File: src/rtl/alu_control_md.sv
// alu_control_md
// ALU control for the single-cycle RV core with an iterative M-extension
// sequencer. The decoder turns {funct7, ALU_Op, funct3} into the 4-bit ALU
// operation code. MUL/MULH/MULHSU/MULHU and DIV/DIVU/REM/REMU are executed
// one radix-2 step per clock while the core is stalled.
//
// Parameters
//   XLEN      operand/result width (even, >= 8)
//   ENABLE_M  1 = sequencer present, 0 = M encodings reported illegal
//
// Ports
//   clk              rising-edge clock
//   reset            asynchronous, active-low
//   valid_i          instruction in decode is valid
//   funct7_i         instruction[31:25]
//   ALU_Op_i         000 R-type, 001 I-type, 010 LUI, others ADD
//   funct3_i         instruction[14:12]
//   rs1_data_i       operand A (dividend / multiplicand)
//   rs2_data_i       operand B (divisor / multiplier)
//   ALU_Operation_o  combinational ALU op code
//   illegal_o        unsupported encoding while valid_i
//   stall_o          hold PC/pipeline until the M result is ready
//   md_sel_o         writeback selects md_result_o
//   md_done_o        registered, md_result_o is valid this cycle
//   md_result_o      M-extension result, held until the next completion
module alu_control_md #(
  parameter int XLEN     = 32,
  parameter bit ENABLE_M = 1'b1
) (
  input  logic            clk,
  input  logic            reset,
  input  logic            valid_i,
  input  logic [6:0]      funct7_i,
  input  logic [2:0]      ALU_Op_i,
  input  logic [2:0]      funct3_i,
  input  logic [XLEN-1:0] rs1_data_i,
  input  logic [XLEN-1:0] rs2_data_i,
  output logic [3:0]      ALU_Operation_o,
  output logic            illegal_o,
  output logic            stall_o,
  output logic            md_sel_o,
  output logic            md_done_o,
  output logic [XLEN-1:0] md_result_o
);

  localparam int CW = $clog2(XLEN);
  localparam logic [CW-1:0] LAST_STEP = CW'(XLEN - 1);
  localparam logic [XLEN-1:0] MOST_NEG = {1'b1, {(XLEN-1){1'b0}}};

  localparam logic [3:0] OP_ADD  = 4'b0000;
  localparam logic [3:0] OP_SUB  = 4'b0001;
  localparam logic [3:0] OP_XOR  = 4'b0010;
  localparam logic [3:0] OP_OR   = 4'b0011;
  localparam logic [3:0] OP_AND  = 4'b0100;
  localparam logic [3:0] OP_SLL  = 4'b0101;
  localparam logic [3:0] OP_SRA  = 4'b0110;
  localparam logic [3:0] OP_SRL  = 4'b0111;
  localparam logic [3:0] OP_LUI  = 4'b1001;
  localparam logic [3:0] OP_SLT  = 4'b1010;
  localparam logic [3:0] OP_SLTU = 4'b1011;

  localparam logic [6:0] F7_BASE = 7'b0000000;
  localparam logic [6:0] F7_ALT  = 7'b0100000;
  localparam logic [6:0] F7_MD   = 7'b0000001;

  typedef enum logic [1:0] {
    S_IDLE,
    S_MUL,
    S_DIV,
    S_DONE
  } state_t;

  state_t          state_q, state_d;
  logic [CW-1:0]   cnt_q, cnt_d;
  logic [XLEN-1:0] hi_q, hi_d;       // product high half / partial remainder
  logic [XLEN-1:0] lo_q, lo_d;       // multiplier / dividend shifting into quotient
  logic [XLEN-1:0] opnd_q, opnd_d;   // multiplicand or divisor magnitude
  logic [2:0]      op_q, op_d;
  logic            neg_q, neg_d;     // final result must be negated
  logic [XLEN-1:0] res_q, res_d;
  logic            done_q, done_d;

  logic [3:0] alu_op;
  logic       enc_illegal;
  logic       enc_md;
  logic       is_md;

  // Instruction decode. M encodings and illegal encodings fall back to
  // op 0000 so the ALU sees a harmless ADD.
  always_comb begin
    alu_op      = OP_ADD;
    enc_illegal = 1'b0;
    enc_md      = 1'b0;
    case (ALU_Op_i)
      3'b000: begin
        if (funct7_i == F7_MD) begin
          enc_md      = 1'b1;
          enc_illegal = (ENABLE_M == 1'b0);
        end else if (funct7_i == F7_BASE) begin
          case (funct3_i)
            3'b000:  alu_op = OP_ADD;
            3'b001:  alu_op = OP_SLL;
            3'b010:  alu_op = OP_SLT;
            3'b011:  alu_op = OP_SLTU;
            3'b100:  alu_op = OP_XOR;
            3'b101:  alu_op = OP_SRL;
            3'b110:  alu_op = OP_OR;
            default: alu_op = OP_AND;
          endcase
        end else if (funct7_i == F7_ALT) begin
          case (funct3_i)
            3'b000:  alu_op = OP_SUB;
            3'b101:  alu_op = OP_SRA;
            default: enc_illegal = 1'b1;
          endcase
        end else begin
          enc_illegal = 1'b1;
        end
      end
      3'b001: begin
        // funct7 only matters for the immediate shifts
        case (funct3_i)
          3'b000:  alu_op = OP_ADD;
          3'b001: begin
            if (funct7_i == F7_BASE) alu_op = OP_SLL;
            else enc_illegal = 1'b1;
          end
          3'b010:  alu_op = OP_SLT;
          3'b011:  alu_op = OP_SLTU;
          3'b100:  alu_op = OP_XOR;
          3'b101: begin
            if (funct7_i == F7_BASE) alu_op = OP_SRL;
            else if (funct7_i == F7_ALT) alu_op = OP_SRA;
            else enc_illegal = 1'b1;
          end
          3'b110:  alu_op = OP_OR;
          default: alu_op = OP_AND;
        endcase
      end
      3'b010:  alu_op = OP_LUI;
      default: alu_op = OP_ADD;
    endcase
    if (enc_illegal || enc_md) alu_op = OP_ADD;
  end

  assign is_md           = valid_i & enc_md & ENABLE_M;
  assign ALU_Operation_o = alu_op;
  assign illegal_o       = valid_i & enc_illegal;
  assign md_sel_o        = is_md;
  assign stall_o         = is_md & ~done_q;
  assign md_done_o       = done_q;
  assign md_result_o     = res_q;

  // Operand preparation at accept: signedness comes from funct3, operands
  // become magnitudes and the sign of the final result is remembered.
  logic            a_signed, b_signed;
  logic            a_neg, b_neg;
  logic [XLEN-1:0] a_mag, b_mag;
  logic            res_neg;
  logic            div_by_zero, div_ovf;

  always_comb begin
    if (funct3_i[2]) begin
      a_signed = ~funct3_i[0];
      b_signed = ~funct3_i[0];
    end else begin
      a_signed = (funct3_i[1:0] != 2'b11);
      b_signed = ~funct3_i[1];
    end
    a_neg = a_signed & rs1_data_i[XLEN-1];
    b_neg = b_signed & rs2_data_i[XLEN-1];
    a_mag = a_neg ? ('0 - rs1_data_i) : rs1_data_i;
    b_mag = b_neg ? ('0 - rs2_data_i) : rs2_data_i;
    // remainder takes the dividend's sign, everything else the product sign
    res_neg     = (funct3_i[2] & funct3_i[1]) ? a_neg : (a_neg ^ b_neg);
    div_by_zero = (rs2_data_i == '0);
    div_ovf     = ~funct3_i[0] & (rs1_data_i == MOST_NEG) & (rs2_data_i == '1);
  end

  // One shift-add multiply step: add the multiplicand into the high half
  // when the current multiplier bit is set, then shift the pair right.
  logic [XLEN:0]     mul_sum;
  logic [2*XLEN-1:0] mul_next;
  logic [2*XLEN-1:0] mul_prod;
  logic [XLEN-1:0]   mul_res;

  always_comb begin
    mul_sum  = {1'b0, hi_q} + (lo_q[0] ? {1'b0, opnd_q} : '0);
    mul_next = {mul_sum, lo_q[XLEN-1:1]};
    mul_prod = neg_q ? ('0 - mul_next) : mul_next;
    mul_res  = (op_q[1:0] == 2'b00) ? mul_prod[XLEN-1:0] : mul_prod[2*XLEN-1:XLEN];
  end

  // One restoring-division step. Bit XLEN of the trial difference is the
  // borrow: clear means the divisor fit and the quotient bit is 1.
  logic [XLEN:0]   div_shift;
  logic [XLEN:0]   div_diff;
  logic            div_fit;
  logic [XLEN-1:0] rem_next, quo_next;
  logic [XLEN-1:0] rem_fix, quo_fix;
  logic [XLEN-1:0] div_res;

  always_comb begin
    div_shift = {hi_q, lo_q[XLEN-1]};
    div_diff  = div_shift - {1'b0, opnd_q};
    div_fit   = ~div_diff[XLEN];
    rem_next  = div_fit ? div_diff[XLEN-1:0] : div_shift[XLEN-1:0];
    quo_next  = {lo_q[XLEN-2:0], div_fit};
    rem_fix   = neg_q ? ('0 - rem_next) : rem_next;
    quo_fix   = neg_q ? ('0 - quo_next) : quo_next;
    div_res   = op_q[1] ? rem_fix : quo_fix;
  end

  // Sequencer next state. Dropping valid_i mid-operation abandons the
  // instruction without touching the held result.
  always_comb begin
    state_d = state_q;
    cnt_d   = cnt_q;
    hi_d    = hi_q;
    lo_d    = lo_q;
    opnd_d  = opnd_q;
    op_d    = op_q;
    neg_d   = neg_q;
    res_d   = res_q;
    done_d  = 1'b0;
    case (state_q)
      S_IDLE: begin
        if (is_md) begin
          op_d  = funct3_i;
          neg_d = res_neg;
          cnt_d = '0;
          hi_d  = '0;
          if (!funct3_i[2]) begin
            opnd_d  = a_mag;
            lo_d    = b_mag;
            state_d = S_MUL;
          end else if (div_by_zero) begin
            res_d   = funct3_i[1] ? rs1_data_i : '1;
            done_d  = 1'b1;
            state_d = S_DONE;
          end else if (div_ovf) begin
            res_d   = funct3_i[1] ? '0 : rs1_data_i;
            done_d  = 1'b1;
            state_d = S_DONE;
          end else begin
            opnd_d  = b_mag;
            lo_d    = a_mag;
            state_d = S_DIV;
          end
        end
      end
      S_MUL: begin
        if (!valid_i) begin
          cnt_d   = '0;
          state_d = S_IDLE;
        end else begin
          hi_d  = mul_next[2*XLEN-1:XLEN];
          lo_d  = mul_next[XLEN-1:0];
          cnt_d = cnt_q + CW'(1);
          if (cnt_q == LAST_STEP) begin
            cnt_d   = '0;
            res_d   = mul_res;
            done_d  = 1'b1;
            state_d = S_DONE;
          end
        end
      end
      S_DIV: begin
        if (!valid_i) begin
          cnt_d   = '0;
          state_d = S_IDLE;
        end else begin
          hi_d  = rem_next;
          lo_d  = quo_next;
          cnt_d = cnt_q + CW'(1);
          if (cnt_q == LAST_STEP) begin
            cnt_d   = '0;
            res_d   = div_res;
            done_d  = 1'b1;
            state_d = S_DONE;
          end
        end
      end
      default: begin
        state_d = S_IDLE;
      end
    endcase
  end

  // State and datapath registers
  always_ff @(posedge clk or negedge reset) begin
    if (!reset) begin
      state_q <= S_IDLE;
      cnt_q   <= '0;
      hi_q    <= '0;
      lo_q    <= '0;
      opnd_q  <= '0;
      op_q    <= '0;
      neg_q   <= 1'b0;
      res_q   <= '0;
      done_q  <= 1'b0;
    end else begin
      state_q <= state_d;
      cnt_q   <= cnt_d;
      hi_q    <= hi_d;
      lo_q    <= lo_d;
      opnd_q  <= opnd_d;
      op_q    <= op_d;
      neg_q   <= neg_d;
      res_q   <= res_d;
      done_q  <= done_d;
    end
  end

endmodule

File: config.mk
export PLATFORM = sky130hd
export DESIGN_NAME = alu_control_md
export DESIGN_NICKNAME = d
export VERILOG_FILES = /design/src/rtl/alu_control_md.sv
export SDC_FILE = /design/constraint.sdc
export NUM_CORES = 1
export LEC_CHECK = 0
export BUFFER_PORTS_ARGS = -buffer_cell sky130_fd_sc_hd__buf_2
export CORE_ASPECT_RATIO = 2
export CORE_MARGIN = 2
export CORE_UTILIZATION = 34
export CTS_BUF_LIST = sky130_fd_sc_hd__clkbuf_2 sky130_fd_sc_hd__clkbuf_4 sky130_fd_sc_hd__clkbuf_8
export CTS_CLUSTER_SIZE = 16
export DETAILED_ROUTE_END_ITERATION = 10
export GPL_TIMING_DRIVEN = 0
export PLACE_DENSITY = 0.53
export SYNTH_ARGS = -nofsm -noshare
export SYNTH_HDL_FRONTEND = slang
export SYNTH_SLANG_ARGS = --single-unit
File: constraint.sdc
create_clock -name clk -period 8.3 [get_ports clk]
set_input_delay 0.83 -clock clk [delete_from_list [all_inputs] [get_ports clk]]
set_output_delay 0.83 -clock clk [all_outputs]
set_load 0.03 [all_outputs]
==> out/metrics.yaml <==
layout-drive-gt1-share_pct: 9.15
max-slew-margin-rel_pct: 11.5
wl_mm: 105
finalCritPeriodShare_pct: 94.9
synthesis.instances: 2507
clk_latency_ps: 550
clock.fmax_mhz: 127
hold_class: "input pin to asynchronous set/reset pin"
viasPerCell: 6.27
synth.net_count: 2665
overflow: 0
antenna_found_initial: 2
cts_tree: "built"
status: "finished, final reports clean"
place_hpwl_mm: 86.8
maxSlewViolCount: 0
syn-cell-area_um2: 17900
rsz0062_at_grt: "no"
yosysWarnings: 0
start_kind: "flip-flop"
finalClockSkew_ps: 26.3
grt_max_degree: 89
die_w_um: 166
wl_per_cell_um: 31.5
num_vias: 20800
die_h_um: 328
boundaryPins: 120
cp.arrival_ps: 8280
initial_utilization_pct: 34.2
place_congestion: 1.01
clock-sinks: 139
drc: 0
drt_first_pass_iters: 6
core_um2: 52400
grt_pass1_wl_mm: 148
crit_type: "flip-flop to flip-flop"
drt_iter0_drc: 1458
root_buffer: "clkbuf_8"
cts.path.max_buffers: 2
dieArea_um2: 54600
cp.required_ps: 8700
grt_pass1_vias: 21400
synth_area_leaders: "dfrtp_1 (19%), o21ai_0 (7.4%), nand2_1 (6.4%), a21oi_1 (5.8%), ha_1 (5.3%)"
grt.total_usage_pct: 37.5
yosysMostFrequentCell: "nand2_1"
synth_edf_count: 0
netlist-cell-type-count: 104
post-route-util_pct: 37.6
cts_buffers: 17
worstPathMaxFanout: 19
cts_setup_buffers: 0
postRouteAntennaNets: 0
fillers: 5808
pre_cts_ws_ps: -145
synth_top_area_share_pct: 19.4
hold_viol: 0
port_buffers: 116
end_kind: "flip-flop"
fin_ws_ps: 421
syn2layout_area_growth_pct: 10.2
nets: 2801
synthFlopType: "dfrtp_1"
cap_violations: 0
synth-seq-cells: 139
reg2reg_setup_slack_ps: 420
hold_buffers: 0
clkTransAtPathRegs_ps: 100
tightest_slew_ps: 1330
synth_area_leader_cell: "dfrtp_1"
period_minus_slack_ps: 7880
rows: 119
yosys-top-cells-count: "nand2_1 (303), o21ai_0 (263), nor2_1 (235)"
avgSynthCellArea_um2: 7.14
hold-worst-slack_ps: 214
async_flop_share_pct: 100
yosysSeqAreaShare_pct: 19.4
setup_violations: 0
h-tree-depth: 4
[critical path: stages, from the launching register on]
cell and delay (ps):
dfrtp_1 820, inv_1 140, ha_1 290, fa_1 430, nor2b_1 250, o31a_1 400
o21ai_2 200, a2111oi_4 510, o21a_2 370, nor2_4 130, inv_2 160, buf_6 190
buf_2 440, nor2_1 80, a21oi_1 200, ha_1 280, nand3_1 130, a211oi_1 570
mux2i_1 510, o21ai_1 500, nand3_1 250, xnor2_1 190, a221oi_1 540, nor3_1 120
[through the flow]
stage | cells | TNS, ps | cell area, um^2
3_3_place_gp | 3288 | -86.8 | 19300
6_report | 3324 | 0 | 19700
4_1_cts | 3322 | 0 | 19700
3_5_place_dp | 3291 | -145 | 19400
5_1_grt | 3322 | 0 | 19700
2_1_floorplan | 2507 | 0 | 17900
[cells in the final DEF (no fill, tap or decap), drive strengths merged, types with 19 or more instances in the layout]
master / Yosys / layout
nand3: 40 / 40
mux2i: 33 / 33
nand4: 37 / 37
nor3: 78 / 78
and2: 22 / 22
o31ai: 50 / 50
xor2: 92 / 92
a221oi: 20 / 20
a21oi: 209 / 209
inv: 77 / 85
xnor2: 108 / 108
a221o: 21 / 21
nor2: 237 / 237
maj3: 25 / 25
dfrtp: 139 / 139
clkbuf: 154 / 170
o211ai: 31 / 31
ha: 76 / 76
a31oi: 26 / 26
o21a: 19 / 19
nor4: 27 / 27
a211oi: 27 / 27
or3: 42 / 42
a21o: 33 / 33
o21ai: 268 / 268
buf: 37 / 154
or4: 21 / 21
nand2: 304 / 304
a22oi: 21 / 21
[cell type report]
| type | instances | area, um^2 | area share, % |
|---|---|---|---|
| Buffer | 189 | 759 | 3.85 |
| Inverter | 80 | 300 | 1.52 |
| Tap cell | 665 | 832 | 4.22 |
| Clock buffer | 17 | 234 | 1.19 |
| Timing Repair Buffer | 119 | 632 | 3.20 |
| Clock inverter | 15 | 131 | 0.666 |
| Antenna cell | 3 | 7.51 | 0.0380 |
| Sequential cell | 139 | 3480 | 17.6 |
| Multi-Input combinational cell | 2097 | 13400 | 67.7 |
[flip-flops by register name, summed over array words and instances (netlist names)]
signal,cells
hi_q,32
lo_q,32
md_result_o,32
opnd_q,32
cnt_q,5
op_q,2
state_q,2
md_done_o,1
neg_q,1
[path summary, 6_finish.rpt]
check | endpoint | startpoint | cells after the start
setup reg to reg | md_result_o[18] | lo_q[31] | 23
hold reg to reg | md_result_o[7] | md_result_o[7] | 1
max in group asynchronous | opnd_q[0] | reset | 2
setup / recovery | md_result_o[18] | lo_q[31] | 23
hold / removal | md_result_o[27] | reset | 1
min in group clk | md_result_o[7] | md_result_o[7] | 1
[what timing repair did]
action,in CTS,in global routing
pin swaps,0,0
resized for setup,0,1
endpoints found under the setup margin,1,1
[layer usage]
| layer | track usage [%] | part of all wire (%) |
|---|---|---|
| met5 | 0 | 0 |
| met4 | 39.6 | 13 |
| met3 | 5.29 | 5.0 |
| met2 | 69.2 | 51 |
| met1 | 33.6 | 31 |
[cells by family after synthesis]
family | share of synthesized area [%]
and+or+nand+nor | 23.3
DFF | 19.4
AOI/OAI and AO/OA | 32.1
xor gates and xnor gates | 9.79
buffers and inverters | 5.96
muxes | 2.41
adders and majority gates | 6.93
Power is not shown: default switching activity piles up to over one toggle a cycle in this logic, so the estimate is an artifact.
